`src/rtl/text_buffer_ram.sv`:
```
// N-character text store for the on-screen overlay: a valid/ready stream load
// with space padding, a bulk clear, and a 1-cycle registered read port.
module text_buffer_ram #(
  parameter int                N_CHARS    = 16,
  parameter int                CHAR_W     = 7,
  parameter int                ADDR_W     = 8,
  parameter logic [CHAR_W-1:0] SPACE_CODE = CHAR_W'('h20),
  parameter bit                PAD_EN     = 1'b1
) (
  input  logic              clk,
  input  logic              rst,
  input  logic              load_start,
  input  logic              clear_req,
  input  logic              wr_valid,
  output logic              wr_ready,
  input  logic [CHAR_W-1:0] wr_char,
  input  logic              wr_last,
  output logic              busy,
  output logic              done,
  input  logic [ADDR_W-1:0] rd_addr,
  output logic [CHAR_W-1:0] char_code
);

  localparam int                IDX_W    = (N_CHARS > 1) ? $clog2(N_CHARS) : 1;
  localparam logic [ADDR_W-1:0] LAST_PTR = ADDR_W'(N_CHARS - 1);
  localparam logic [ADDR_W:0]   N_EXT    = (ADDR_W + 1)'(N_CHARS);

  typedef enum logic [1:0] {IDLE, CLEAR, LOAD, PAD} state_t;

  state_t              state;
  logic [ADDR_W-1:0]   wr_ptr;
  logic [CHAR_W-1:0]   ram [N_CHARS];
  logic                we;
  logic [CHAR_W-1:0]   wdata;
  logic                hs;
  logic                at_last;

  assign hs      = wr_valid && wr_ready;
  assign at_last = (wr_ptr == LAST_PTR);

  // A write in the reset cycle is suppressed so an abort leaves the RAM as it was.
  always_comb begin
    we    = 1'b0;
    wdata = SPACE_CODE;
    case (state)
      CLEAR, PAD: we = 1'b1;
      LOAD: begin
        we    = hs;
        wdata = wr_char;
      end
      default: we = 1'b0;
    endcase
    if (rst) we = 1'b0;
  end

  always_ff @(posedge clk) begin
    if (rst) begin
      state    <= IDLE;
      wr_ready <= 1'b0;
      busy     <= 1'b0;
      done     <= 1'b0;
      wr_ptr   <= '0;
    end else begin
      done <= 1'b0;
      case (state)
        IDLE: begin
          if (clear_req) begin
            state  <= CLEAR;
            busy   <= 1'b1;
            wr_ptr <= '0;
          end else if (load_start) begin
            state    <= LOAD;
            busy     <= 1'b1;
            wr_ready <= 1'b1;
            wr_ptr   <= '0;
          end
        end
        CLEAR, PAD: begin
          if (at_last) begin
            state <= IDLE;
            busy  <= 1'b0;
            done  <= 1'b1;
          end else begin
            wr_ptr <= wr_ptr + ADDR_W'(1);
          end
        end
        LOAD: begin
          if (hs) begin
            if (at_last || (wr_last && !PAD_EN)) begin
              state    <= IDLE;
              busy     <= 1'b0;
              wr_ready <= 1'b0;
              done     <= 1'b1;
            end else if (wr_last) begin
              state    <= PAD;
              wr_ready <= 1'b0;
              wr_ptr   <= wr_ptr + ADDR_W'(1);
            end else begin
              wr_ptr <= wr_ptr + ADDR_W'(1);
            end
          end
        end
        default: state <= IDLE;
      endcase
    end
  end

  always_ff @(posedge clk) begin
    if (we) ram[wr_ptr[IDX_W-1:0]] <= wdata;
  end

  // Non-blocking RAM update gives read-before-write on a same-cell collision.
  always_ff @(posedge clk) begin
    if (rst) begin
      char_code <= SPACE_CODE;
    end else if ({1'b0, rd_addr} < N_EXT) begin
      char_code <= ram[rd_addr[IDX_W-1:0]];
    end else begin
      char_code <= SPACE_CODE;
    end
  end

endmodule
```
`config.mk`:
```
export PLATFORM = sky130hd
export DESIGN_NAME = text_buffer_ram
export DESIGN_NICKNAME = d
export VERILOG_FILES = /design/src/rtl/text_buffer_ram.sv
export SDC_FILE = /design/constraint.sdc
export NUM_CORES = 1
export LEC_CHECK = 0
export CAP_MARGIN = 20
export CORE_ASPECT_RATIO = 0.7
export CORE_UTILIZATION = 63
export DETAILED_ROUTE_END_ITERATION = 8
export GPL_TIMING_DRIVEN = 1
export PLACE_DENSITY = 0.84
export SYNTH_ARGS = -nofsm -noshare
export SYNTH_HDL_FRONTEND = slang
export SYNTH_SLANG_ARGS = --single-unit
```
`constraint.sdc`:
```
create_clock -name clk -period 4.73 [get_ports clk]
set_input_delay 0.946 -clock clk [delete_from_list [all_inputs] [get_ports clk]]
set_output_delay 0.946 -clock clk [all_outputs]
set_load 0.1 [all_outputs]
```
; After elaboration in Yosys (flattened, before gate mapping)
; Memories as Yosys holds them, arrays and structs flattened. A register that Yosys moved wholly into a read port is not among the register bits.
; Index checks and enable logic that the tools add are counted.
[word_totals]
regBits = 13
mem_bits_rw = 112
input_bits = 21
out_inout_bits = 10
word_cells = 57
memories = 1
[classes]
n_addsub = 1
order_cmp = 1
n_eq_ne = 10
mux = 30
bitwise_logic = 1
reduce_logical = 8
[memory_table]
columns = memory, words, word_bits, rd, rd_clocked_by_memory_dff, write_ports, line_no
row1 = ram, 16, 7, 1, 1, 1, 32  ; logic [CHAR_W-1:0] ram [N_CHARS];
[op_table]
columns = operator, count
row1 = 2-to-1 mux 8 bit, 4
row2 = case mux 8 bit (3 select lines), 1
row3 = 2-to-1 mux 1 bit, 13
row4 = 2-to-1 mux 2 bit, 6
row5 = adder 8 x 1 -> 8 bit (second input constant), 1
row6 = equality test 8 x 4 -> 1 bit (second input constant), 1
row7 = < comparator 8 x 5 -> 1 bit (second input constant), 1
row8 = inequality test 2 bit (second input constant), 4
row9 = 2-to-1 mux 7 bit, 1
row10 = inequality test 3 bit (second input constant), 2
row11 = case mux 1 bit (2 select lines), 3
row12 = case mux 2 bit (3 select lines), 1
row13 = AND reduction 5 bit, 1
row14 = equality test 2 bit (second input constant), 2
row15 = AND reduction 4 bit, 1
row16 = OR reduction 2 bit, 2
row17 = case mux 1 bit (3 select lines), 1
row18 = equality test 2 x 1 -> 1 bit (second input constant), 1
row19 = logical NOT 2 bit, 1
row20 = AND reduction 2 bit, 1
row21 = nonzero test 2 bit, 1
row22 = logical AND 1 bit, 1
row23 = NOT 1 bit, 1

; Depth between registers and ports, before layout
[logic_depth]
ltp_word = 6
ltp_mapped = 6
ltp_nobuf = 5

; Least setup slack after synthesis
; OpenSTA, ideal clock, no wires.
[synth_timing]
kind = reg-to-reg
startpoint = register wr_ready
endpoint = memory ram[1][0], enable pin
setup_time_ps = 380
arrival_ps = 2106
required_time_ps = 4350
path_slack_ps = 2244
path_stages_with_launch = 5
path_buffers = 0
period_less_slack_ps = 2486
cell_sequence = dfxtp_1 -> a31oi_1 -> nor2_1 -> nand2_1 -> nor3_1
[synth_via]
elab_chain_len = 5
[synth_rtl]
columns = element, line_no
row1 = start: declaration, 15  ; output logic wr_ready,
row2 = start signal: assignment, 59  ; wr_ready <= 1'b0;
row3 = start signal: assignment, 74  ; wr_ready <= 1'b1;
row4 = start signal: assignment, 92  ; wr_ready <= 1'b0;
row5 = logical AND 1 bit, 38  ; assign hs = wr_valid && wr_ready;
row6 = case mux 1 bit (2 select lines), 45  ; case (state)
row7 = 2-to-1 mux 1 bit, 53  ; if (rst) we = 1'b0;
row8 = 2-to-1 mux 1 bit, 109  ; if (we) ram[wr_ptr[IDX_W-1:0]] <= wdata;
row9 = 2-to-1 mux 1 bit (implied by the code), 109
row10 = end: declaration, 32
; Every way passes these cells.

; Worst setup path after layout
[layout_timing]
startpoint = input rd_addr[2]
endpoint = register char_code[6], read port of ram
[layout_via]
elab_chain_len = 3
[layout_rtl]
columns = element, line_no
row1 = start: declaration, 20  ; input logic [ADDR_W-1:0] rd_addr,
row2 = < comparator 8 x 5 -> 1 bit, 116  ; end else if ({1'b0, rd_addr} < N_EXT) begin
row3 = NOT 1 bit (no source line), --
row4 = OR reduction 2 bit (no source line), --
row5 = end: declaration, 21  ; output logic [CHAR_W-1:0] char_code
; Several ways; a longest one is shown, not always the timed one.
; A chain may end at the register's enable or synchronous reset.

==> results.py <==
metrics = {
    "status": {
        "outcome": "finished with violations",
        "violations": "design-rule violations",
    },
    "sta": {
        "finalCritPeriodShare": 0.621,
        "tightest_slew_ps": 1080,
        "max-slew-margin-rel": 0.278,
        "slew_viol_final": 0,
        "fmax_mhz": 340,
        "period_needed_ps": 2940,
        "hold_viol_final": 0,
        "setup_viol": 0,
        "finClkSkew_ps": 8.49,
        "rsz0062_at_grt": "false",
        "timing.hold.ws_ps": 526,
        "tns_ps": 0,
    },
    "route": {
        "first_iter_violations": 229,
        "drtAntennaViolNets": 0,
        "wirelength_mm": 11.3,
        "drt_pass1_iterations": 6,
        "avgViaCountPerCell": 6.51,
        "num_vias": 3016,
        "wl_per_cell_um": 24.4,
        "drc_errors": 2,
    },
    "clocking": {
        "cts_made_buffers": 17,
        "ctsResizeCount": 0,
        "cts_setup_buffers": 0,
        "htree_levels": 4,
        "ctsLongestPathBuffers": 2,
        "tritoncts": "yes",
        "ctsHoldBuffers": 0,
        "clk_pin_slew_ps": 50,
        "clk_latency_ps": 410,
        "clkSinkCount": 132,
        "cts-root-buf": "clkbuf_16",
    },
    "synthesis": {
        "synthAdderAreaFrac": 0.00942,
        "synth_mux_area_frac": 0.132,
        "synthesis.instances": 306,
        "synth_flop_cell": "edfxtp_1",
        "syn-num-nets": 331,
        "synth_seq_area_share": 0.708,
        "synth-async-reset-ratio": 0,
        "synth_compound_gate_area_share": 0.0520,
        "yosys.area_share.simple": 0.0777,
        "synth.avg_cell_area_um2": 17.4,
        "synth_top_family_by_area": "multiplexers",
        "yosys_warnings": 0,
        "synth_area_um2": 5310,
        "ys_types": 45,
        "synth_xor_area_frac": 0,
        "ys_ff_latch": 132,
        "synth_edf_count": 112,
    },
    "place": {
        "dp_cells": 431,
        "io_buffers": 30,
        "place.gp.congestion": 0.821,
        "hpwl_mm": 7.07,
    },
    "finish": {
        "antenna_cells": 0,
        "layout.cells.non_filler": 463,
        "layout-drive-gt1-share": 0.191,
        "syn_to_final_growth_pct": 18.9,
        "nets": 374,
        "nFillCells": 417,
    },
    "floorplan": {
        "start_util": 0.664,
        "boundaryPins": 31,
        "die-area_um2": 8810,
        "die_y_um": 78.8,
        "die_w_um": 112,
        "fp-row-count": 27,
        "design.core.area_um2": 8010,
    },
    "setup_path": {
        "critPathMaxFanout": 18,
        "start_kind": "input port",
        "arrival_ps": 3200,
        "critPathCaptureType": "flop",
        "path_class": "in2reg",
        "cp.required_ps": 4990,
    },
    "grt": {
        "grt_pass1_vias": 3022,
        "grt_start_max_net_pins": 19,
        "grt_pass1_wl_mm": 17.1,
        "grt_overflow": 0,
        "grt_usage": 0.281,
        "antenna_found_initial": 0,
    },
    "power_and_ir_drop": {
        "powerDensity_nw_per_um2": 439,
        "power_mw": 2.77,
        "power_leakage_nw": 2.07,
        "ir_worst_vdd_mv": 0.310,
    },
    "flow_run": {
        "drv_cap": 0,
    },
    "hold_path": {
        "hold_path_class": "reg2reg",
    },
}
## worst paths after layout
check	start	endpoint	slack (ps)	cells past startpoint
worst max-delay path	rd_addr[2]	char_code[6]$_SDFF_PP0_	1790	5
worst min-delay path	wr_ptr[6]$_SDFFE_PP0P_	wr_ptr[6]$_SDFFE_PP0P_	530	2
worst max register to register	wr_ptr[1]$_SDFFE_PP0P_	ram[15][6]$_DFFE_PP_	2610	3
worst min register to register	wr_ptr[6]$_SDFFE_PP0P_	wr_ptr[6]$_SDFFE_PP0P_	530	2
## final cells by class
type                    instances  area [um2]  area share
clock buffers                  23         488      0.0772
clock inverters                 9         128      0.0202
inverters                       5        18.8     0.00297
multi-input cells             156        1440       0.228
flip-flops and latches        132        3760       0.596
well taps                     101         126      0.0200
repair buffers                 37         353      0.0559
## Yosys cell counts (3+ instances only)
master | count | area, um2
a211oi_1 | 13 | 97.6
a21boi_1 | 3 | 22.5
a21oi_1 | 7 | 35.0
and2_1 | 6 | 37.5
buf_2 | 4 | 20.0
buf_6 | 4 | 45.0
clkbuf_1 | 3 | 11.3
dfxtp_1 | 20 | 400
edfxtp_1 | 112 | 3360
ha_1 | 4 | 50.1
inv_1 | 4 | 15.0
mux2i_1 | 7 | 70.1
mux4_2 | 28 | 631
nand2_1 | 14 | 52.6
nand2b_1 | 4 | 25.0
nand3_1 | 4 | 20.0
nand4_1 | 3 | 18.8
nor2_1 | 17 | 63.8
nor2b_1 | 7 | 43.8
nor3_1 | 8 | 40.0
o21ai_0 | 5 | 25.0
## placed cells by master, fill, tap and decap left out, drive strengths merged, types with 2 or more instances in the layout
master,count
edfxtp,112
ha,4
dfxtp,20
a21boi,4
or4,3
o21ai,6
nor3,9
clkdlybuf4s50,30
inv,5
or2,3
bufinv,3
a211oi,13
or3,2
buf,7
mux4,28
o31ai,2
nand2b,4
and2,6
clkbuf,23
clkinv,4
a31oi,2
nand3,4
nand4,3
a21oi,7
mux2i,7
clkinvlp,2
nor2b,7
nand2,14
nor2,17
## flip-flops by register name, summed over array words and instances, names as in the netlist
register and flops:
ram 112, wr_ptr 8, char_code 7, state 2, busy 1, done 1, wr_ready 1
## per-layer routing
metal  share of wire  track usage
met5               0            0
met4           0.011       0.0851
met3            0.10       0.0817
met2            0.48        0.445
met1            0.41        0.384
## cells by family after synthesis
kind of cell,Yosys count
flip-flops,132
AND/OR/NAND/NOR,77
AO/OA/AOI/OAI,40
multiplexers,35
buffers and inverters,18
adder cells (fa/ha/maj),4
## power breakdown
group / internal (mW) / total, mW / switching, mW
registers: 1.27 / 1.28 / 0.00850
logic: 0.0627 / 0.152 / 0.0892
clock network: 0.882 / 1.34 / 0.462
## worst max-delay path, cell delays in order
cell and delay, ps:
clkdlybuf4s50_1 960, buf_4 400, mux4_2 530, a211oi_1 270, a311oi_1 80
## per-stage QoR
stage          utilization  setup slack (ps)  area (um2)
6_report             0.789              1790        6320
5_1_grt              0.789              1650        6320
4_1_cts              0.789              1770        6320
3_5_place_dp         0.712              1320        5700
3_3_place_gp         0.712              1380        5700
2_1_floorplan            -              2240        5310
(Power assumes the default switching activity.)
